--- config.mk ---
export PLATFORM = sky130hd
export DESIGN_NAME = reset_sequencer
export DESIGN_NICKNAME = d
export VERILOG_FILES = /design/src/rtl/reset_pkg.sv /design/src/rtl/ext_reset_filter.sv /design/src/rtl/reset_sequencer.sv
export SDC_FILE = /design/constraint.sdc
export NUM_CORES = 1
export LEC_CHECK = 0
export ABC_AREA = 0
export BUFFER_PORTS_ARGS = -buffer_cell sky130_fd_sc_hd__buf_2
export CAP_MARGIN = 40
export CORE_MARGIN = 10
export CORE_UTILIZATION = 50
export DETAILED_ROUTE_END_ITERATION = 8
export PLACE_DENSITY_LB_ADDON = 0.3
export SETUP_SLACK_MARGIN = 0.5
export SYNTH_ARGS = -nofsm -noshare
export SYNTH_HDL_FRONTEND = slang
export SYNTH_SLANG_ARGS = --single-unit
--- constraint.sdc ---
create_clock -name clk -period 2.6 [get_ports clk]
set_clock_uncertainty 0.1 [all_clocks]
set_input_delay 0.26 -clock clk [delete_from_list [all_inputs] [get_ports clk]]
set_output_delay 0.26 -clock clk [all_outputs]
set_load 0.005 [all_outputs]
--- src/rtl/reset_pkg.sv ---
`default_nettype none
// ============================================================================
//  Module   : reset_pkg
//  Brief    : Shared types and cause-register bit positions for the f8 reset
//             sequencer.
//  Revision : 1.0
// ============================================================================
package reset_pkg;

    typedef enum logic [1:0] {
        RUN     = 2'd0,
        HOLD    = 2'd1,
        STAGGER = 2'd2
    } state_e;

    localparam int CAUSE_POR   = 0;
    localparam int CAUSE_WDT   = 1;
    localparam int CAUSE_TRAP  = 2;
    localparam int CAUSE_EXT   = 3;
    localparam int CAUSE_SW    = 4;
    localparam int CAUSE_SWREQ = 7;

    function automatic int max2(input int a, input int b);
        return (a > b) ? a : b;
    endfunction

endpackage
`default_nettype wire

--- src/rtl/ext_reset_filter.sv ---
`default_nettype none
// ============================================================================
//  Module   : ext_reset_filter
//  Brief    : Synchronizes the external reset pin and raises ext_req after
//             EXT_FILTER consecutive low samples.
//  Revision : 1.0
// ============================================================================
module ext_reset_filter #(
    parameter int EXT_FILTER = 4
) (
    input  logic clk,
    input  logic reset,
    input  logic ext_reset_n,
    output logic ext_req
);

    localparam int                c_filt_w   = $clog2(EXT_FILTER + 1);
    localparam logic [c_filt_w-1:0] c_filt_max = c_filt_w'(EXT_FILTER);
    localparam logic [c_filt_w-1:0] c_filt_one = c_filt_w'(1);

    logic                sync1_q;
    logic                sync2_q;
    logic [c_filt_w-1:0] filt_q;

    always_ff @(posedge clk) begin
        if (reset) begin
            sync1_q <= 1'b1;
            sync2_q <= 1'b1;
            filt_q  <= '0;
        end else begin
            sync1_q <= ext_reset_n;
            sync2_q <= sync1_q;
            // Saturate so a pin held low keeps the request asserted.
            if (sync2_q) begin
                filt_q <= '0;
            end else if (filt_q != c_filt_max) begin
                filt_q <= filt_q + c_filt_one;
            end
        end
    end

    assign ext_req = (filt_q == c_filt_max);

endmodule
`default_nettype wire

--- src/rtl/reset_sequencer.sv ---
`default_nettype none
// ============================================================================
//  Module   : reset_sequencer
//  Brief    : Merges SoC reset sources, stretches them into staged peripheral
//             and CPU resets, and keeps a sticky W1C cause register.
//  Revision : 1.0
// ============================================================================
module reset_sequencer
    import reset_pkg::*;
#(
    parameter int HOLD_CYCLES    = 16,
    parameter int STAGGER_CYCLES = 4,
    parameter int EXT_FILTER     = 4
) (
    input  logic       clk,
    input  logic       reset,
    input  logic       wdt_req,
    input  logic       trap,
    input  logic       ext_reset_n,
    input  logic [7:0] cause_in,
    input  logic       cause_write,
    output logic [7:0] cause_out,
    output logic       periph_reset,
    output logic       cpu_reset
);

    localparam int                 c_cnt_w      = $clog2(max2(HOLD_CYCLES, STAGGER_CYCLES));
    localparam logic [c_cnt_w-1:0] c_hold_last  = c_cnt_w'(HOLD_CYCLES - 1);
    localparam logic [c_cnt_w-1:0] c_stag_last  = c_cnt_w'(STAGGER_CYCLES - 1);
    localparam logic [c_cnt_w-1:0] c_cnt_one    = c_cnt_w'(1);
    localparam logic [7:0]         c_cause_mask = 8'h1F;

    state_e             state_q;
    logic [c_cnt_w-1:0] cnt_q;
    logic               periph_reset_q;
    logic               cpu_reset_q;
    logic [7:0]         cause_q;
    logic [7:0]         cause_d;

    logic       w_ext_req;
    logic       w_wr_ok;
    logic       w_sw_req;
    logic       w_req;
    logic [7:0] w_set;
    logic [7:0] w_clr;

    ext_reset_filter #(
        .EXT_FILTER (EXT_FILTER)
    ) u_ext_filter (
        .clk         (clk),
        .reset       (reset),
        .ext_reset_n (ext_reset_n),
        .ext_req     (w_ext_req)
    );

    // Software cannot touch the cause register while the CPU is held in reset.
    assign w_wr_ok  = cause_write & ~cpu_reset_q;
    assign w_sw_req = w_wr_ok & cause_in[CAUSE_SWREQ];
    assign w_req    = reset | wdt_req | trap | w_ext_req | w_sw_req;

    always_comb begin
        w_set             = '0;
        w_set[CAUSE_POR]  = reset;
        w_set[CAUSE_WDT]  = wdt_req;
        w_set[CAUSE_TRAP] = trap;
        w_set[CAUSE_EXT]  = w_ext_req;
        w_set[CAUSE_SW]   = w_sw_req;
        w_clr             = w_wr_ok ? cause_in : 8'h00;
        cause_d           = ((cause_q & ~w_clr) | w_set) & c_cause_mask;
    end

    always_ff @(posedge clk) begin
        if (reset) begin
            cause_q <= 8'h01;
        end else begin
            cause_q <= cause_d;
        end
    end

    always_ff @(posedge clk) begin
        if (reset) begin
            state_q        <= HOLD;
            cnt_q          <= '0;
            periph_reset_q <= 1'b1;
            cpu_reset_q    <= 1'b1;
        end else begin
            unique case (state_q)
                RUN: begin
                    if (w_req) begin
                        state_q        <= HOLD;
                        cnt_q          <= '0;
                        periph_reset_q <= 1'b1;
                        cpu_reset_q    <= 1'b1;
                    end
                end
                HOLD: begin
                    if (w_req) begin
                        cnt_q <= '0;
                    end else if (cnt_q == c_hold_last) begin
                        state_q        <= STAGGER;
                        cnt_q          <= '0;
                        periph_reset_q <= 1'b0;
                    end else begin
                        cnt_q <= cnt_q + c_cnt_one;
                    end
                end
                STAGGER: begin
                    // cpu_reset stays high on re-entry to HOLD, so it never glitches.
                    if (w_req) begin
                        state_q        <= HOLD;
                        cnt_q          <= '0;
                        periph_reset_q <= 1'b1;
                    end else if (cnt_q == c_stag_last) begin
                        state_q     <= RUN;
                        cnt_q       <= '0;
                        cpu_reset_q <= 1'b0;
                    end else begin
                        cnt_q <= cnt_q + c_cnt_one;
                    end
                end
                default: begin
                    state_q        <= HOLD;
                    cnt_q          <= '0;
                    periph_reset_q <= 1'b1;
                    cpu_reset_q    <= 1'b1;
                end
            endcase
        end
    end

    assign cause_out    = cause_q;
    assign periph_reset = periph_reset_q;
    assign cpu_reset    = cpu_reset_q;

endmodule
`default_nettype wire

==> run summary, run 1 <==
### Timing
• 1.90 ns — Min Clock Period, post-route
• 0.703 ns — slack of the critical path
• 73.0% — crit share post-route
• 0 — final setup vio count
• 0 — max-slew violations
• 527 MHz — maximum clock frequency
• false — unrepaired setup endpoints after global routing
• 0 — hold violation total from the final report
• 0 ns — setup_tns

### Synthesis
• 39.9% — part of the Yosys area used for sequential elements
• 0 — number of flops mapped to enable cells by yosys
• 105 — number of instances in the synthesized netlist
• 0 — Warnings, synthesis
• 39.9% — fraction of post-synthesis cell area in the top cell type by area
• 36 — count of distinct cell types in the synthesized netlist
• 0% — share of async-settable or async-resettable flops after synthesis
• 18 — Synth Register Bits
• sky130_fd_sc_hd__dfxtp_1 — ys flop type
• 8.60 um^2 — mean area per synthesized cell
• sky130_fd_sc_hd__dfxtp_1 — library cell with the largest summed area after synthesis
• sky130_fd_sc_hd__dfxtp_1 — count leader, synth
• sky130_fd_sc_hd__dfxtp_1 (40%), sky130_fd_sc_hd__ha_1 (8.3%), sky130_fd_sc_hd__nand2_1 (4.6%) — Area contributors post-synth
• 903 um^2 — synthesized cell area
• sky130_fd_sc_hd__dfxtp_1 (18), sky130_fd_sc_hd__nand2_1 (11), sky130_fd_sc_hd__nor2_1 (9) — Post-synth top cells

### Finish
• 0 — number of antenna repair diodes
• 60.1% — share of the core filled with cells
• 14.8% — Area Overhead vs Synth
• 163 — number of filler cells placed in the layout
• 145 — Layout Nets
• 21.0% — layout cells sized above 1

### Route
• 5.21 — mean number of vias per cell
• met4 — Highest Signal Layer
• 777 — via total after detailed routing
• 4 — TritonRoute pass-1 iters
• 1860 um — final WL
• 827 um — met1 WL
• 0 — number of design rule violations left after detail routing
• 12.5 um — Avg WL per Cell
• 105 um — amount of wire on met3 after detailed routing
• 21 — initial drt markers
• 0 — remaining number of nets flagged by the antenna check after routing
• 877 um — amount of wire on met2 after detailed routing

### Clock network
• 0 — number of hold buffers added after CTS
• 18 — TritonCTS sink count
• 3 — number of buffers created by CTS
• 2 — maximum number of buffers from clock root to sink
• done — TritonCTS clock tree
• 1 — count of H-tree levels built during CTS
• 0 — Post-CTS Setup Bufs
• 0.11 ns — Clock Pin Slew Worst Setup and Hold Paths
• 0 — post-cts repair resize count
• 0.30 ns — insertion delay to the later sink of the worst-skew pair
• sky130_fd_sc_hd__clkbuf_4 — root buf cell

### Pwr
• 510 mW/mm^2 — pwr/cell area
• 0.411 nW — static leakage
• 0.000438 V — worst vdd ir

### Global route
• 0 — number of antenna violations at the first check in global routing
• 16 — largest net degree at the start of global routing
• 9.93% — GRT Total Usage
• 705 — vias in the first global route
• 3220 um — global-route wire length before repair
• 0 — total overflow reported by the global router

### Floorplanning
• 0.00391 mm^2 — floorplan die area
• 0.00173 mm^2 — standard cell core area
• 62.5 um — Die Y
• 62.5 um — Die X
• 52.3% — initial standard-cell utilization of the core
• 15 — std cell rows
• 24 — boundary pin count

### Placement
• 1450 um — placed wire-length estimate after detailed placement
• 0.887 — Final Wtd Congestion
• 18 — number of port buffers
• 0.708 ns — worst setup slack before clock tree synthesis

### Run
• 0 — number of maximum-capacitance constraint violations

### Critical path
• 7 — highest net fanout along the worst path
• 2.00 ns — Data arrival, critical path
• register — Critical Path Start Type
• 2.70 ns — WP data required
• register — nature of the critical path endpoint
• reg -> reg — Worst Setup Path Type

### Worst hold path
• in -> reg — class of the tightest hold or removal check

### Outcome
• finished clean — result of the run

## layer usage
| layer | vias up | track usage (%) |
|---|---|---|
| li1 | 403 | - |
| met1 | 345 | 11.5 |
| met2 | 21 | 15.5 |
| met3 | 8 | 3.58 |
| met4 | 0 | 5.31 |
| met5 | - | 0 |
## final timing paths
kind / start / slack, ns / cells past startpoint / endpoint
setup / recovery: u_ext_filter.filt_q[0] / 0.70 / 6 / periph_reset
hold / removal: ext_reset_n / 0.04 / 2 / u_ext_filter.sync1_q
setup reg to reg: u_ext_filter.filt_q[0] / 0.70 / 6 / periph_reset
hold reg to reg: u_ext_filter.sync1_q / 0.33 / 1 / u_ext_filter.sync2_q
## area by class of cell
cell class	instances	area (um^2)	area share, %
flip-flops and latches	18	360	34.7
repair buffers	18	90.1	8.69
inverters	4	15.0	1.45
well taps	25	31.3	3.02
multi-input cells	80	504	48.6
clock buffers	4	36.3	3.50
## cells in the final DEF, fill, tap and decap left out, types with 2 or more instances in the layout
master / netlist / routed
sky130_fd_sc_hd__a31oi_1: 2 / 2
sky130_fd_sc_hd__nor2b_1: 3 / 3
sky130_fd_sc_hd__nor2_1: 9 / 9
sky130_fd_sc_hd__dfxtp_1: 18 / 18
sky130_fd_sc_hd__a21oi_1: 8 / 8
sky130_fd_sc_hd__and2_1: 2 / 2
sky130_fd_sc_hd__ha_1: 6 / 6
sky130_fd_sc_hd__clkbuf_4: 0 / 3
sky130_fd_sc_hd__o21ai_1: 2 / 2
sky130_fd_sc_hd__or2_2: 2 / 2
sky130_fd_sc_hd__o21ai_0: 3 / 3
sky130_fd_sc_hd__buf_2: 1 / 18
sky130_fd_sc_hd__nor3_1: 3 / 3
sky130_fd_sc_hd__nand3b_1: 3 / 3
sky130_fd_sc_hd__conb_1: 1 / 3
sky130_fd_sc_hd__nand2b_1: 2 / 2
sky130_fd_sc_hd__inv_1: 4 / 4
sky130_fd_sc_hd__nand3_1: 4 / 4
sky130_fd_sc_hd__nand2_1: 11 / 11
sky130_fd_sc_hd__o211ai_1: 2 / 2
## critical path, cell delays in order, from the launching register on
cell and delay (ns):
sky130_fd_sc_hd__dfxtp_1 0.39, sky130_fd_sc_hd__inv_1 0.06, sky130_fd_sc_hd__ha_1 0.24, sky130_fd_sc_hd__a2111oi_4 0.44, sky130_fd_sc_hd__nand2_2 0.18, sky130_fd_sc_hd__o32ai_1 0.30
sky130_fd_sc_hd__nand2b_1 0.08
## sequential cells by signal, summed over array words and instances (netlist names)
register              flops
cause_out                 5
u_ext_filter.sync1_q      1
u_ext_filter.filt_q       3
state_q                   2
cnt_q                     4
periph_reset              1
cpu_reset                 1
u_ext_filter.sync2_q      1
## metrics by stage
stage                     hold WS [ns]  std cells  power (mW)  area (um^2)
after floorplan                  0.261        107       0.339          911
after global placement           0.292        145       0.356         1000
after detailed placement         0.304        145       0.358         1000
after CTS                       0.0347        149       0.530         1040
after global routing            0.0321        149       0.553         1040
final                           0.0353        149       0.529         1040
## logic make-up (layout without fill, tap and decap cells)
group	count (synthesis)	count (layout)	share of synthesized area [%]
xor gates and xnor gates	1	1	0.970
buffers and inverters	9	26	5.12
AOI/OAI and AO/OA	25	25	19.4
and+or+nand+nor	44	44	24.8
DFF	18	18	39.9
other	1	3	0.415
adders and majority gates	6	6	8.31
muxes	1	1	1.11
## report_power, final
part / internal (mW) / switching (mW) / total (mW) / leakage (nW)
clock: 0.0855 / 0.0912 / 0.177 / 0.0210
sequential: 0.283 / 0.00478 / 0.287 / 0.147
combinational: 0.0274 / 0.0372 / 0.0646 / 0.243
total: 0.395 / 0.133 / 0.529 / 0.411
Power figures use the tool's default switching activity.
==> run 2, diff against run 1 <==
- ABC_AREA: 0 -> 1
- clock period: 2.6 -> 1.85 ns (I/O delays scaled with it)
==> run 2 against run 1 <==
Compared with the run above: fmax up 33%; critical path type unchanged; critical path depth rose by 5; routed wire length increased by 12%; clock power is 38% higher.
==> run summary, run 2 <==
### Finish
• 30.3% — Area Overhead vs Synth
• 40.0% — layout cells sized above 1
• 5 — number of flip-flops in the largest register
• 171 — Layout Nets
• sky130_fd_sc_hd__nand2_1 (24), sky130_fd_sc_hd__buf_2 (18), sky130_fd_sc_hd__dfxtp_1 (15), sky130_fd_sc_hd__inv_1 (14) — leading cell types in the layout, fill and taps excluded
• 0.00123 mm^2 — final instance area
• 69.5% — share of the core filled with cells
• 0 — number of antenna repair diodes
• 167 — number of filler cells placed in the layout
• sky130_fd_sc_hd__nand2_1 — commonest non-fill, non-tap cell in the layout

### Placement
• 1460 um — placed wire-length estimate after detailed placement
• 0.00106 mm^2 — placed cell areas
• 0.368 ns — worst setup slack before clock tree synthesis
• 0.731 — Final Wtd Congestion
• 18 — number of port buffers

### Synthesis
• 25 — count of distinct cell types in the synthesized netlist
• 7.71 um^2 — mean area per synthesized cell
• 941 um^2 — synthesized cell area
• 0 — number of flops mapped to enable cells by yosys
• 0% — share of async-settable or async-resettable flops after synthesis
• 0 — Warnings, synthesis
• 38.3% — fraction of post-synthesis cell area in the top cell type by area
• sky130_fd_sc_hd__dfxtp_1 — ys flop type
• sky130_fd_sc_hd__dfxtp_1 (38%), sky130_fd_sc_hd__nand2_1 (9.6%), sky130_fd_sc_hd__ha_1 (8.0%) — Area contributors post-synth
• 38.3% — part of the Yosys area used for sequential elements
• 122 — number of instances in the synthesized netlist
• 18 — Synth Register Bits
• sky130_fd_sc_hd__nand2_1 — count leader, synth
• sky130_fd_sc_hd__nand2_1 (24), sky130_fd_sc_hd__dfxtp_1 (18), sky130_fd_sc_hd__inv_1 (16) — Post-synth top cells
• sky130_fd_sc_hd__dfxtp_1 — library cell with the largest summed area after synthesis

### Timing
• 0.424 ns — slack of the critical path
• 0 — final setup vio count
• 0 — max-slew violations
• true — unrepaired setup endpoints after global routing
• 701 MHz — maximum clock frequency
• 0 — hold violation total from the final report
• 77.1% — crit share post-route
• 0 ns — setup_tns
• 1.43 ns — Min Clock Period, post-route

### Run
• 0 — number of maximum-capacitance constraint violations

### Pwr
• 1.19 mW — Design Power
• 0.561 nW — static leakage
• 968 mW/mm^2 — pwr/cell area
• 0.000938 V — worst vdd ir

### Route
• 0 — number of design rule violations left after detail routing
• 11.9 um — Avg WL per Cell
• 18 — initial drt markers
• 4 — TritonRoute pass-1 iters
• 0 — remaining number of nets flagged by the antenna check after routing
• 855 — via total after detailed routing
• 4.89 — mean number of vias per cell
• 2070 um — final WL

### Critical path
• register — Critical Path Start Type
• 1.51 ns — Data arrival, critical path
• 1.94 ns — WP data required
• 2 — critical path buffer and inverter count
• 11 — path depth of the worst reg2reg path
• register — nature of the critical path endpoint
• u_ext_filter.filt_q[1] — timing startpoint of the critical path
• state_q[0] — worst setup path end
• sky130_fd_sc_hd__dfxtp_2 — CP max-delay cell
• 11 — Crit path depth
• inv_2 -> ha_4 -> nand2_4 -> nand3_4 -> nor2_4 -> buf_12 -> nand2_2 -> nand2_2 -> nand2_1 -> nand2_1 -> nand3_1 — cell-by-cell trace of the critical path
• 0.35 ns — worst stage delay on the critical path
• simple AND/OR/NAND/NOR gates — dominant delay contributor by cell family on the critical path
• reg -> reg — Worst Setup Path Type
• 7 — highest net fanout along the worst path
• 0.42 ns — flop2flop setup slack
• state_q[0] — reg-to-reg critical path endpoint
• u_ext_filter.filt_q[1] — Worst R2R Start

### Clock network
• 3 — number of buffers created by CTS
• 18 — TritonCTS sink count
• 0.10 ns — Clock Pin Slew Worst Setup and Hold Paths
• done — TritonCTS clock tree
• 0.29 ns — insertion delay to the later sink of the worst-skew pair
• 2 — maximum number of buffers from clock root to sink
• sky130_fd_sc_hd__clkbuf_4 — root buf cell
• 1 — count of H-tree levels built during CTS

### Global route
• 9.84% — GRT Total Usage
• 12 — largest net degree at the start of global routing
• 797 — vias in the first global route
• 3370 um — global-route wire length before repair
• 0 — number of antenna violations at the first check in global routing
• 0 — total overflow reported by the global router

### Floorplanning
• 0.00176 mm^2 — standard cell core area
• 63.4 um — Die Y
• 53.3% — initial standard-cell utilization of the core
• 24 — boundary pin count
• 15 — std cell rows
• 63.4 um — Die X
• 0.00402 mm^2 — floorplan die area

### Outcome
• finished clean — result of the run

### Worst hold path
• in -> reg — class of the tightest hold or removal check

-- run 2: cell type report --
class / instances / area [um^2] / area share, %
flip-flops and latches: 18 / 364 / 29.7
repair buffers: 25 / 161 / 13.2
inverters: 17 / 63.8 / 5.20
clock buffers: 4 / 36.3 / 2.96
well taps: 25 / 31.3 / 2.55
multi-input cells: 86 / 569 / 46.4
-- run 2: report_power, final --
group | switching (mW) | leakage, nW | internal, mW | total [mW]
clock network | 0.124 | 0.0210 | 0.120 | 0.244
logic | 0.280 | 0.392 | 0.178 | 0.458
registers | 0.0411 | 0.148 | 0.443 | 0.484
-- run 2: repair_timing --
action	CTS	global route
gates cloned	1	0
pin swaps	6	1
buffers inserted	3	3
resized for setup	7	6
hold endpoints to repair	1	0
hold buffers	1	0
setup endpoints to repair	8	8
-- run 2: metrics by stage --
stage          std cells  hold slack, ns
5_1_grt              175          0.0400
3_3_place_gp         163           0.266
2_1_floorplan        124           0.189
3_5_place_dp         163           0.269
6_report             175          0.0229
4_1_cts              172          0.0172
-- run 2: worst min path at each step --
stage	startpoint	slack (ns)	end	cells after the start
final	cause_in[0]	0.02	cause_out[0]	4
after CTS	cause_in[0]	0.02	cause_out[0]	4
after global routing	cause_in[2]	0.04	cause_out[2]	4
after detailed placement	ext_reset_n	0.27	u_ext_filter.sync1_q	2
after floorplan	ext_reset_n	0.19	u_ext_filter.sync1_q	1
after global placement	ext_reset_n	0.27	u_ext_filter.sync1_q	2
-- run 2: worst reg2reg max path: stages (launching register included) --
cell                      delay, ns
sky130_fd_sc_hd__dfxtp_2       0.35
sky130_fd_sc_hd__inv_2         0.05
sky130_fd_sc_hd__ha_4          0.15
sky130_fd_sc_hd__nand2_4       0.07
sky130_fd_sc_hd__nand3_4       0.07
sky130_fd_sc_hd__nor2_4        0.10
sky130_fd_sc_hd__buf_12        0.13
sky130_fd_sc_hd__nand2_2       0.06
sky130_fd_sc_hd__nand2_2       0.08
sky130_fd_sc_hd__nand2_1       0.05
sky130_fd_sc_hd__nand2_1       0.05
sky130_fd_sc_hd__nand3_1       0.06
-- run 2: logic make-up (layout without fill, tap and decap cells) --
kind of cell,after synthesis,in the layout,synth area share [%]
AOI/OAI and AO/OA,20,20,12.1
xor gates and xnor gates,2,2,1.86
adders and majority gates,6,6,7.98
buffers and inverters,21,46,9.97
DFF,18,18,38.3
other,1,3,0.399
and+or+nand+nor,54,55,29.4
-- run 2: per-layer routing --
layer / GRT usage, % / up-vias / part of all wire (%) / routed length [um]
met5: 0 / - / 0 / 0
met4: 4.92 / 0 / 1.8 / 38
met3: 3.36 / 5 / 7.0 / 146
met2: 14.8 / 25 / 44 / 913
met1: 12.0 / 382 / 47 / 976
li1: - / 443 / - / -
==> run 3, diff against run 2 <==
- CORE_UTILIZATION: 50 -> 46
- clock period: 1.85 -> 1.25 ns (I/O delays scaled with it)
==> run 3 against run 2 <==
Compared with the run above: the run now ends with hold timing, setup timing left; global-route usage up 0.91 points; worst setup slack worse by 0.62 ns; non-clock buffer count increased by 13; flip-flop and latch count did not move; register-to-register slack lost 0.62 ns; sequential power grew 52%; count of clock-buffer cells in the layout did not move; critical path depth decreased by 2; total power rose by 69%; fmax down 1.2%; critical endpoint is now state_q[1].
==> run summary, run 3 (same netlist as run 2, synthesis figures left out) <==
### Finish
• 5 — number of flip-flops in the largest register
• 183 — Layout Nets
• 189 — final non-filler cell total
• 0 — number of antenna repair diodes
• 50.4% — Area Overhead vs Synth
• 56.8% — layout cells sized above 1
• sky130_fd_sc_hd__nand2_1 — commonest non-fill, non-tap cell in the layout
• sky130_fd_sc_hd__nand2_1 (16), sky130_fd_sc_hd__buf_4 (15), sky130_fd_sc_hd__buf_2 (14), sky130_fd_sc_hd__inv_1 (13), sky130_fd_sc_hd__dfxtp_2 (9) — leading cell types in the layout, fill and taps excluded

### Timing
• 0 — max-slew violations
• true — unrepaired setup endpoints after global routing
• -1.13 ns — setup_tns
• -0.0867 ns — Min Hold Slack
• 3 — hold violation total from the final report
• 1.44 ns — Min Clock Period, post-route
• 8 — final setup vio count
• -0.193 ns — slack of the critical path
• 115% — crit share post-route
• 693 MHz — maximum clock frequency

### Route
• 2440 um — final WL
• 4.77 — mean number of vias per cell
• 0 — remaining number of nets flagged by the antenna check after routing
• 901 — via total after detailed routing
• 12.9 um — Avg WL per Cell
• 18 — initial drt markers
• 4 — TritonRoute pass-1 iters
• 0 — number of design rule violations left after detail routing

### Run
• 0 — number of maximum-capacitance constraint violations

### Pwr
• 36.5% — Reg power frac
• 1420 mW/mm^2 — pwr/cell area
• 0.654 nW — static leakage
• 0.00108 V — worst vdd ir
• 2.01 mW — Design Power
• 45.6% — fraction of power consumed by combinational cells
• 36.5% — switching share of total power
• 17.9% — part of the power in the clock network
• 0.735 mW — power dissipated by switching net loads
• 1.28 mW — Int Power

### Clock network
• 2 — maximum number of buffers from clock root to sink
• sky130_fd_sc_hd__clkbuf_4 — root buf cell
• 0.29 ns — insertion delay to the later sink of the worst-skew pair
• 3 — number of buffers created by CTS
• done — TritonCTS clock tree
• 0.11 ns — Clock Pin Slew Worst Setup and Hold Paths
• 18 — TritonCTS sink count
• 1 — count of H-tree levels built during CTS

### Critical path
• reg -> reg — Worst Setup Path Type
• 5 — highest net fanout along the worst path
• register — nature of the critical path endpoint
• simple AND/OR/NAND/NOR gates — dominant delay contributor by cell family on the critical path
• sky130_fd_sc_hd__dfxtp_2 — CP max-delay cell
• 2 — critical path buffer and inverter count
• 1.35 ns — WP data required
• inv_2 -> ha_4 -> nand2_4 -> nand3_4 -> nor2_4 -> buf_4 -> o21ai_4 -> a21oi_2 -> nor2_1 — cell-by-cell trace of the critical path
• 1.54 ns — Data arrival, critical path
• 0.35 ns — worst stage delay on the critical path
• register — Critical Path Start Type

### Placement
• -0.164 ns — worst setup slack before clock tree synthesis
• 18 — number of port buffers
• 1650 um — placed wire-length estimate after detailed placement
• 178 — number of cells after detailed placement
• 0.862 — Final Wtd Congestion

### Global route
• 3.56% — GR Layer Usage met3
• 11 — largest net degree at the start of global routing
• 0 — total overflow reported by the global router
• 3730 um — global-route wire length before repair
• met2 — busiest metal layer after global routing
• 19.3% — met2 track demand over resource
• 10.7% — GRT Total Usage
• 872 — vias in the first global route
• 11.1% — met1 Track Usage GR
• 0 — number of antenna violations at the first check in global routing

### Outcome
• finished with violations — result of the run
• hold timing, setup timing — violated checks

### Floorplanning
• 24 — boundary pin count
• 16 — std cell rows
• 48.0% — initial standard-cell utilization of the core
• 65.2 um — Die X
• 0.00196 mm^2 — standard cell core area
• 0.00425 mm^2 — floorplan die area
• 65.2 um — Die Y

### Worst hold path
• in -> reg — class of the tightest hold or removal check

run 3: repair_timing:
| action | in CTS | in global routing |
|---|---|---|
| setup endpoints to repair | 24 | 23 |
| gates resized for setup | 31 | 13 |
| endpoints found under the hold margin | 5 | 4 |
| pin swaps | 7 | 10 |
| buffers inserted | 2 | 5 |
run 3: worst register-to-register path, cell delays in order (launching register included):
cell and delay, ns:
sky130_fd_sc_hd__dfxtp_2 0.35, sky130_fd_sc_hd__inv_2 0.05, sky130_fd_sc_hd__ha_4 0.15, sky130_fd_sc_hd__nand2_4 0.07, sky130_fd_sc_hd__nand3_4 0.07, sky130_fd_sc_hd__nor2_4 0.18
sky130_fd_sc_hd__buf_4 0.15, sky130_fd_sc_hd__o21ai_4 0.06, sky130_fd_sc_hd__a21oi_2 0.12, sky130_fd_sc_hd__nor2_1 0.05
run 3: final timing paths:
kind | start | endpoint | slack (ns) | cells past startpoint
setup / recovery | u_ext_filter.filt_q[1] | state_q[1] | -0.19 | 9
hold / removal | ext_reset_n | u_ext_filter.sync1_q | -0.09 | 2
setup reg to reg | u_ext_filter.filt_q[1] | state_q[1] | -0.19 | 9
hold reg to reg | u_ext_filter.sync1_q | u_ext_filter.sync2_q | 0.33 | 1
run 3: metrics by stage:
| stage | area (um^2) | utilization, % |
|---|---|---|
| finish | 1420 | 72.1 |
| global route | 1420 | 72.1 |
| CTS | 1330 | 67.9 |
| detailed placement | 1160 | 59.3 |
| global placement | 1160 | 59.3 |
| floorplan | 976 | - |
run 3: power groups by stage:
stage	Clock [mW]	Combinational [mW]	Sequential, mW
2_1_floorplan	0	0.480	0.731
3_3_place_gp	0	0.675	0.730
3_5_place_dp	0	0.695	0.734
4_1_cts	0.368	0.838	0.732
5_1_grt	0.402	1.03	0.741
6_report	0.360	0.917	0.734
run 3: cell type report:
| class | instances | area (um^2) |
|---|---|---|
| Multi-Input combinational cell | 85 | 613 |
| Fill cell | 159 | 547 |
| Sequential cell | 18 | 375 |
| Timing Repair Buffer | 38 | 293 |
| Inverter | 17 | 63.8 |
| Clock buffer | 4 | 36.3 |
| Tap cell | 27 | 33.8 |
run 3: routing by layer:
layer,vias up,wire [um]
met5,-,0
met4,0,41
met3,7,119
met2,17,1330
met1,415,942
li1,462,-
